## src/rtl/com_pkg.sv

```systemverilog
// Shared definitions for the console frame transmitter: sync bytes, packet type
// codes and the transmitter state encoding.
package com_pkg;

  localparam logic [7:0] HEAD0_DEFAULT = 8'h55;
  localparam logic [7:0] HEAD1_DEFAULT = 8'hAA;

  // Packet type codes, shared with the console controller
  localparam logic [3:0] BAG_DLINK = 4'h8;
  localparam logic [3:0] BAG_DTYPE = 4'h9;
  localparam logic [3:0] BAG_DTEMP = 4'hA;
  localparam logic [3:0] BAG_DATA0 = 4'hD;
  localparam logic [3:0] BAG_DATA1 = 4'hE;

  typedef enum logic [3:0] {
    StIdle,
    StHdr0,
    StHdr1,
    StType,
    StLenH,
    StLenL,
    StRaddr,
    StRload,
    StData,
    StCsum,
    StDone
  } send_state_e;

  // Zero-extend a nibble into a frame byte
  function automatic logic [7:0] nib_byte(input logic [3:0] nib);
    return {4'h0, nib};
  endfunction

endpackage

```

## src/rtl/com_send_if.sv

```systemverilog
// Byte stream towards the host link sink: valid/ready with held data.
interface com_send_if;

  logic [7:0] tx_data;
  logic       tx_valid;
  logic       tx_ready;

  modport master (
    output tx_data,
    output tx_valid,
    input  tx_ready
  );

  modport slave (
    input  tx_data,
    input  tx_valid,
    output tx_ready
  );

endinterface

```

## src/rtl/com_send.sv

```systemverilog
// Frame transmitter: on a console send request, emits
// HEAD0 HEAD1 type lenH lenL payload... checksum, reading the payload from the
// shared data RAM, then holds fd_send until the request is withdrawn.
module com_send
  import com_pkg::*;
#(
  parameter logic [7:0] HEAD0 = HEAD0_DEFAULT,
  parameter logic [7:0] HEAD1 = HEAD1_DEFAULT
) (
  input  logic        clk,
  input  logic        rst,
  input  logic        fs_send,
  output logic        fd_send,
  input  logic [3:0]  send_btype,
  input  logic [11:0] ram_addr_init,
  input  logic [11:0] ram_dlen,
  output logic [11:0] ram_addr,
  input  logic [7:0]  ram_rxd,
  com_send_if.master  tx
);

  send_state_e state_q, state_d;
  logic [3:0]  btype_q, btype_d;
  logic [11:0] addr_q, addr_d;         // payload start address latched at frame start
  logic [11:0] rem_q, rem_d;           // payload bytes not yet transferred
  logic [7:0]  csum_q, csum_d;
  logic [11:0] ram_addr_q, ram_addr_d;
  logic [7:0]  tx_data_q, tx_data_d;
  logic        tx_valid_q, tx_valid_d;
  logic        fd_send_q, fd_send_d;
  logic        xfer;

  assign xfer = tx_valid_q & tx.tx_ready;

  // Next-state, checksum and registered-output computation
  always_comb begin
    state_d    = state_q;
    btype_d    = btype_q;
    addr_d     = addr_q;
    rem_d      = rem_q;
    csum_d     = csum_q;
    ram_addr_d = ram_addr_q;
    tx_data_d  = tx_data_q;
    tx_valid_d = tx_valid_q;
    fd_send_d  = fd_send_q;

    // Checksum covers type through last payload byte; headers are skipped
    if (state_q == StIdle) begin
      csum_d = '0;
    end else if (xfer && (state_q inside {StType, StLenH, StLenL, StData})) begin
      csum_d = csum_q ^ tx_data_q;
    end

    unique case (state_q)
      StIdle: begin
        if (fs_send) begin
          btype_d    = send_btype;
          addr_d     = ram_addr_init;
          rem_d      = ram_dlen;
          tx_data_d  = HEAD0;
          tx_valid_d = 1'b1;
          state_d    = StHdr0;
        end
      end
      StHdr0: begin
        if (xfer) begin
          tx_data_d = HEAD1;
          state_d   = StHdr1;
        end
      end
      StHdr1: begin
        if (xfer) begin
          tx_data_d = nib_byte(btype_q);
          state_d   = StType;
        end
      end
      StType: begin
        if (xfer) begin
          tx_data_d = nib_byte(rem_q[11:8]);
          state_d   = StLenH;
        end
      end
      StLenH: begin
        if (xfer) begin
          tx_data_d = rem_q[7:0];
          state_d   = StLenL;
        end
      end
      StLenL: begin
        if (xfer) begin
          if (rem_q != 12'd0) begin
            tx_valid_d = 1'b0;
            ram_addr_d = addr_q;
            state_d    = StRaddr;
          end else begin
            // Fold in the byte being transferred now, as the accumulator lags by one
            tx_data_d = csum_q ^ tx_data_q;
            state_d   = StCsum;
          end
        end
      end
      StRaddr: begin
        state_d = StRload;
      end
      StRload: begin
        tx_data_d  = ram_rxd;
        tx_valid_d = 1'b1;
        state_d    = StData;
      end
      StData: begin
        if (xfer) begin
          rem_d = rem_q - 12'd1;
          if (rem_q == 12'd1) begin
            tx_data_d = csum_q ^ tx_data_q;
            state_d   = StCsum;
          end else begin
            tx_valid_d = 1'b0;
            ram_addr_d = ram_addr_q + 12'd1;
            state_d    = StRaddr;
          end
        end
      end
      StCsum: begin
        if (xfer) begin
          tx_valid_d = 1'b0;
          fd_send_d  = 1'b1;
          state_d    = StDone;
        end
      end
      StDone: begin
        if (!fs_send) begin
          fd_send_d = 1'b0;
          state_d   = StIdle;
        end
      end
      default: begin
        tx_valid_d = 1'b0;
        fd_send_d  = 1'b0;
        state_d    = StIdle;
      end
    endcase
  end

  // State and output registers; reset aborts any frame in progress
  always_ff @(posedge clk or negedge rst) begin
    if (!rst) begin
      state_q    <= StIdle;
      btype_q    <= '0;
      addr_q     <= '0;
      rem_q      <= '0;
      csum_q     <= '0;
      ram_addr_q <= '0;
      tx_data_q  <= '0;
      tx_valid_q <= 1'b0;
      fd_send_q  <= 1'b0;
    end else begin
      state_q    <= state_d;
      btype_q    <= btype_d;
      addr_q     <= addr_d;
      rem_q      <= rem_d;
      csum_q     <= csum_d;
      ram_addr_q <= ram_addr_d;
      tx_data_q  <= tx_data_d;
      tx_valid_q <= tx_valid_d;
      fd_send_q  <= fd_send_d;
    end
  end

  assign fd_send     = fd_send_q;
  assign ram_addr    = ram_addr_q;
  assign tx.tx_data  = tx_data_q;
  assign tx.tx_valid = tx_valid_q;

endmodule

```

## src/flat_wrapper.sv

```systemverilog
// flat-port wrapper written by rule: the top's interface ports become plain ports
module com_send_flat import com_pkg::*;
#(
  parameter logic [7:0] HEAD0 = HEAD0_DEFAULT,
  parameter logic [7:0] HEAD1 = HEAD1_DEFAULT
)
  (clk, rst, fs_send, fd_send, send_btype, ram_addr_init, ram_dlen, ram_addr, ram_rxd, tx_tx_data, tx_tx_valid, tx_tx_ready);
  com_send_if tx_i ();
  input  logic clk;
  input  logic rst;
  input  logic fs_send;
  output logic fd_send;
  input  logic [3:0] send_btype;
  input  logic [11:0] ram_addr_init;
  input  logic [11:0] ram_dlen;
  output logic [11:0] ram_addr;
  input  logic [7:0] ram_rxd;
  output wire logic [$bits(tx_i.tx_data)-1:0] tx_tx_data;
  output wire logic [$bits(tx_i.tx_valid)-1:0] tx_tx_valid;
  input wire logic [$bits(tx_i.tx_ready)-1:0] tx_tx_ready;
  assign tx_tx_data = tx_i.tx_data;
  assign tx_tx_valid = tx_i.tx_valid;
  assign tx_i.tx_ready = tx_tx_ready;
  com_send #(.HEAD0(HEAD0), .HEAD1(HEAD1)) u_core (.clk(clk), .rst(rst), .fs_send(fs_send), .fd_send(fd_send), .send_btype(send_btype), .ram_addr_init(ram_addr_init), .ram_dlen(ram_dlen), .ram_addr(ram_addr), .ram_rxd(ram_rxd), .tx(tx_i));
endmodule
```

## config.mk

```make
export PLATFORM = sky130hd
export DESIGN_NAME = com_send_flat
export DESIGN_NICKNAME = d
export VERILOG_FILES = /design/src/rtl/com_pkg.sv /design/src/rtl/com_send_if.sv /design/src/rtl/com_send.sv /design/src/flat_wrapper.sv
export SDC_FILE = /design/constraint.sdc
export NUM_CORES = 1
export LEC_CHECK = 0
export ABC_CLOCK_PERIOD_IN_PS = 1800
export BUFFER_PORTS_ARGS = -buffer_cell sky130_fd_sc_hd__clkbuf_2
export CORE_ASPECT_RATIO = 1.75
export CORE_MARGIN = 2
export CORE_UTILIZATION = 48
export CTS_BUF_LIST = sky130_fd_sc_hd__clkbuf_4
export DETAILED_ROUTE_END_ITERATION = 6
export PLACE_DENSITY_LB_ADDON = 0.2
export REMOVE_ABC_BUFFERS = 1
export SYNTH_ARGS = -nofsm -noshare
export SYNTH_HDL_FRONTEND = slang
export SYNTH_SLANG_ARGS = --single-unit
export TNS_END_PERCENT = 10
```

## constraint.sdc

```tcl
create_clock -name clk -period 1.8 [get_ports clk]
set_input_delay 0.09 -clock clk [delete_from_list [all_inputs] [get_ports clk]]
set_output_delay 0.09 -clock clk [all_outputs]
set_load 0.05 [all_outputs]
```

# After elaboration in Yosys (flattened, before gate mapping)
# Cells that the tools add are included.
# W data, S select, Z words.
[word_totals]
in_bits = 40
word_cells = 98
register_bits = 62
output_inout_bits = 22
romBits = 0
latchBits = 0
mem_bits_rw = 0
n_memories = 0
[classes]
multipliers = 0
muxes = 42
n_div = 0
add_sub_neg = 2
order_cmp = 0
shift = 0
n_eq_ne = 24
reduce_logical = 17
n_bitwise = 4
[op_table]
columns = ["operator", "count"]
rows = [
  ["$mux W8", 11],
  ["$mux W12", 6],
  ["$pmux W8 S8", 1],
  ["$pmux W12 S2", 2],
  ["$mux W4", 11],
  ["$pmux W4 S11", 1],
  ["$eq A4 B3 Y1 const B", 4],
  ["$ne A2 B1 Y1 const B", 7],
  ["$add A12 B1 Y12 const B", 1],
  ["$eq A12 B1 Y1 const B", 1],
  ["$eq A4 B4 Y1 const B", 3],
  ["$ne A2 B2 Y1 const B", 6],
  ["$reduce_bool A12 Y1", 1],
  ["$sub A12 B1 Y12 const B", 1],
  ["$reduce_and A10 Y1", 1],
  ["$reduce_and A9 Y1", 1],
  ["$reduce_or A9 Y1", 1],
  ["$eq A4 B2 Y1 const B", 2],
  ["$mux W1", 8],
  ["$reduce_bool A8 Y1", 1],
  ["$xor A8 B8 Y8", 1],
  ["$reduce_and A7 Y1", 1],
  ["$pmux W1 S6", 1],
  ["$reduce_and A3 Y1", 2],
  ["11 further kinds", 14],
]

# Logic depth before layout (Yosys ltp)
[logic_depth]
depth_word = 5
ltp_mapped = 8
mapped_depth_nobuf = 7

# Worst setup path after synthesis
# No wires, ideal clock.
[synth_path]
kind = "register -> register"
startpoint = "register u_core.tx_valid_q, in the netlist u_core.tx.tx_valid"
endpoint = "register u_core.tx_data_q[0], in the netlist u_core.tx.tx_data[0]"
required_ns = 1.675
path_slack_ns = -0.198
stages_incl_launch_ff = 8
period_less_slack_ns = 1.998
arrival_time_ns = 1.873
path_buffers = 2
path_cell_list = "dfrtp_1 and2_1 clkbuf_1 mux2i_1 o22ai_2 o21a_1 buf_6 mux2_4"
[synth_between]
elab_chain_cells = 3
elab_cells_between_ends = 8
classes_between = "6 x eq/ne; 1 x bitwise; 1 x reduce/logical"
[synth_lines]
columns = ["element", "line", "rtl"]
rows = [
  ["start: declaration", "com_send.sv:29", "logic tx_valid_q, tx_valid_d;"],
  ["start signal: assignment", "com_send.sv:164", "tx_valid_q <= tx_valid_d;"],
  ["$and A1 B1 Y1 (*)", "com_send.sv:33", "assign xfer = tx_valid_q & tx.tx_ready;"],
  ["$ne A2 B1 Y1 (no line)", "--", ""],
  ["$reduce_and A10 Y1 (no line) (*)", "--", ""],
  ["end signal: assignment", "com_send.sv:163", "tx_data_q <= tx_data_d;"],
  ["end: declaration", "com_send.sv:28", "logic [7:0] tx_data_q, tx_data_d;"],
]
# Mark *: on every way between the ends. The rest lies on a longest branch, timed or not.
# A chain may end at the register's enable or synchronous reset.

# Worst setup path after layout
[layout_path]
startpoint = "register u_core.rem_q[6]"
endpoint = "register u_core.tx_data_q[5], in the netlist u_core.tx.tx_data[5]"
[layout_between]
elab_chain_cells = 3
elab_cells_between_ends = 5
classes_between = "3 x eq/ne; 2 x reduce/logical"
[layout_lines]
columns = ["element", "line", "rtl"]
rows = [
  ["start: declaration", "com_send.sv:25", "logic [11:0] rem_q, rem_d;"],
  ["start signal: assignment", "com_send.sv:160", "rem_q <= rem_d;"],
  ["$eq A12 B1 Y1 or $reduce_bool A12 Y1 (tied branches)", "com_send.sv:113, com_send.sv:91", ""],
  ["$ne A2 B2 Y1 (no line)", "--", ""],
  ["$reduce_and A10 Y1 (no line) (*)", "--", ""],
]
# Marked as above.

==> flow_summary_export.csv <==
group,metric,value,unit
run_status,outcome,"finished, violations left",
run_status,violations,"setup timing",
pwr,p_seq_frac,0.556,
worst_setup_path,worstSetupEndpointType,"flip-flop",
clock_tree,clock_latency,0.44,ns
yosys,yosysTopAreaCell,"dfrtp_1",
sta,slew_viol_final,0,
pwr,p_int,0.00192,W
yosys,synthCells,406,
yosys,synth.top_cell.area_share,0.401,
cells_and_area,drive_gt1_frac,0.403,
clock_tree,clock_sinks,62,
yosys,synth-seq-area-share,0.401,
yosys,synth_seq_cells,62,
sta,finalCritPeriodShare,1.08,
worst_setup_path,cp.required,2.13,ns
drt,postRouteAntennaNets,0,
sta,fin_crit,1.94,ns
floorplanning,die_w,71.8,um
flow_run,cap_violations,0,
cells_and_area,area_delta_synth_final,37.9,%
clock_tree,cts.clk_slew.worst_paths,0.11,ns
clock_tree,cts.path.max_buffers,2,
worst_hold_path,worstHoldPathType,"in2reg",
sta,worstMarginPinSlew,0.442,ns
floorplanning,core,7860,um^2
grt,grt_first_pass_wirelength,17.8,mm
pwr,power.density,470,nW/um^2
yosys,syn-mean-instance-area,9.52,um^2
drt,num_vias,3753,
cells_and_area,fill_cells,648,
worst_setup_path,cp-start-kind,"flip-flop",
placement,placed_area,4730,um^2
placement,place_congestion,0.853,
floorplanning,design.portCount,62,
cells_and_area,final_area,5330,um^2
sta,grt_setup_unrepaired,"yes",
cells_and_area,nets,602,
sta,worst_slack,-0.139,ns
yosys,yosysMostFrequentCell,"dfrtp_1",
sta,slew_headroom,0.706,
sta,skew,0.0166,ns
worst_setup_path,crit_fanout,8,
drt,drc,0,
yosys,synth-async-reset-ratio,1.00,
drt,drt_first_pass_iters,5,
worst_setup_path,cp.arrival,2.27,ns
yosys,yosys.cell_types.count,64,
placement,dp_hpwl,7.82,mm
floorplanning,start_util,0.492,
floorplanning,die_y,123,um
placement,numPortBuffers,61,
drt,via_per_inst,5.74,
grt,grt_max_degree,63,
yosys,synth_edf_count,0,
grt,grt_pass1_vias,3804,
yosys,synth_area,3860,um^2
grt,gr-total-overflow,0,
sta,finalHoldViolations,0,
drt,avgRoutedWirePerCell,16.4,um
yosys,ys_top_cells_by_count,"dfrtp_1 (62), nand2_1 (39), a21oi_1 (35), nor2_1 (32), o21ai_0 (28)",
clock_tree,htreeDepth,3,
sta,setup_viol,31,
grt,grtUsageTotal,0.261,
pwr,power_leakage,2.52,nW
clock_tree,cts_root_buf,"clkbuf_4",
floorplanning,row_count,43,
placement,post-place-cells,604,
floorplanning,die-area,8810,um^2
clock_tree,cts_tree,"done",
worst_setup_path,critical_path_class,"reg2reg",
yosys,ys_top_cells_by_area,"dfrtp_1 (40%), mux2_2 (5.0%), a21oi_1 (4.5%), nand2_1 (3.8%), o21ai_0 (3.6%)",
pwr,combPwrFrac,0.056,
sta,fmax,0.516,GHz
cells_and_area,instances_no_fill,654,
drt,drt_iter0_markers,212,
pwr,p_clk_frac,0.389,
drt,wirelength,10.7,mm
pwr,power.switching,0.000587,W
pwr,ir_worst_vdd,0.480,mV
clock_tree,cts_made_buffers,9,
pwr,switching_share,0.234,
grt,antenna_found_initial,1,
yosys,synth_ff_type,"dfrtp_1",
yosys,ys.warnings.count,0,
[worst paths after layout]
path                             startpoint                   end  slack [ns]  cells past startpoint
max in group asynchronous               rst      u_core.rem_q[11]        1.31                      3
max                         u_core.rem_q[6]  u_core.tx.tx_data[5]       -0.14                      6
max reg2reg                 u_core.rem_q[6]  u_core.tx.tx_data[5]       -0.14                      6
min reg2reg                u_core.csum_q[2]      u_core.csum_q[2]        0.51                      1
min in group asynchronous               rst        u_core.fd_send        0.19                      3
min                             ram_dlen[4]       u_core.rem_q[4]        0.04                      4
[layer usage]
metal	vias to the layer above	track usage	wire, um	part of all wire
li1	1808	-	-	-
met1	1831	0.278	4010	0.37
met2	95	0.495	6110	0.57
met3	19	0.0476	381	0.036
met4	0	0.100	226	0.021
met5	-	0	0	0
[layout by cell type (no fill, tap or decap), types with 5 or more instances in the layout]
master         instances
buf_4                 69
clkbuf_2              61
dfrtp_1               58
nand2_1               39
a21oi_1               31
nor2_1                28
dlygate4sd3_1         28
o21ai_0               19
mux2_2                17
nand3_1               14
mux2i_1               11
clkbuf_4              11
o21ai_1               10
a22oi_1                8
xnor2_1                8
mux2_4                 8
o22ai_1                8
a21oi_2                7
nor3_1                 6
buf_6                  6
inv_1                  5
nor2_2                 5
nand2b_1               5
nor2b_1                5
[repair_timing]
item | 4_1_cts | 5_1_grt
setup endpoints to repair | 61 | 61
buffers inserted | 3 | 2
cloned | 0 | 0
pin swaps | 10 | 5
hold buffers | 28 | 0
gates resized for setup | 28 | 18
endpoints found under the hold margin | 89 | 0
[registers in the layout, indices dropped and copies added (netlist names)]
register,cells
u_core.addr_q,12
u_core.btype_q,4
u_core.csum_q,8
u_core.fd_send,1
u_core.ram_addr,12
u_core.rem_q,12
u_core.state_q,4
u_core.tx.tx_data,8
u_core.tx.tx_valid,1
[layout make-up]
| cell class | instances | area [um^2] | share of cell area |
|---|---|---|---|
| clock buffers | 11 | 82.6 | 0.0155 |
| clock inverters | 5 | 50.0 | 0.00939 |
| flip-flops and latches | 62 | 1560 | 0.292 |
| well taps | 90 | 113 | 0.0211 |
| diodes | 1 | 2.50 | 0.000470 |
| multi-input cells | 311 | 2250 | 0.422 |
| repair buffers | 168 | 1250 | 0.235 |
| inverters | 6 | 22.5 | 0.00423 |
[power groups by stage]
stage	Clock [W]	Combinational [W]	Sequential [W]
final	0.000974	0.000139	0.00139
after global routing	0.00105	0.000155	0.00139
after CTS	0.000987	0.000140	0.00139
after detailed placement	0	0.0000923	0.00142
after global placement	0	0.0000916	0.00142
after floorplan	0	0.0000111	0.00142
[logic make-up (layout without fill, tap and decap cells)]
family,Yosys count,after routing,share of synthesized area
flip-flops,62,62,0.401
AND/OR/NAND/NOR,136,136,0.189
adder cells (fa/ha/maj),4,4,0.0129
buffers and inverters,33,190,0.0456
AO/OA/AOI/OAI,127,127,0.223
multiplexers,36,36,0.109
other,0,1,0
XOR/XNOR,8,8,0.0181
[metrics by stage]
stage	total power, W	hold WS (ns)	setup WS, ns	util	setup TNS (ns)
after floorplan	0.00143	-0.206	-1.14	-	-29.23
after global placement	0.00151	0.136	-0.200	0.603	-4.22
after detailed placement	0.00151	0.132	-0.200	0.603	-5.54
after CTS	0.00252	0.0326	-0.134	0.668	-2.08
after global routing	0.00259	0.0670	-0.200	0.678	-5.23
final	0.00250	0.0418	-0.139	0.678	-2.32
[critical path: stages (launching register included)]
cell and delay (ns):
dfrtp_1 0.42, nor4_4 0.35, nand4_1 0.19, a22oi_2 0.22, o21a_1 0.19, buf_12 0.15
mux2_4 0.29
No activity file was read; power rests on OpenSTA's default activity.
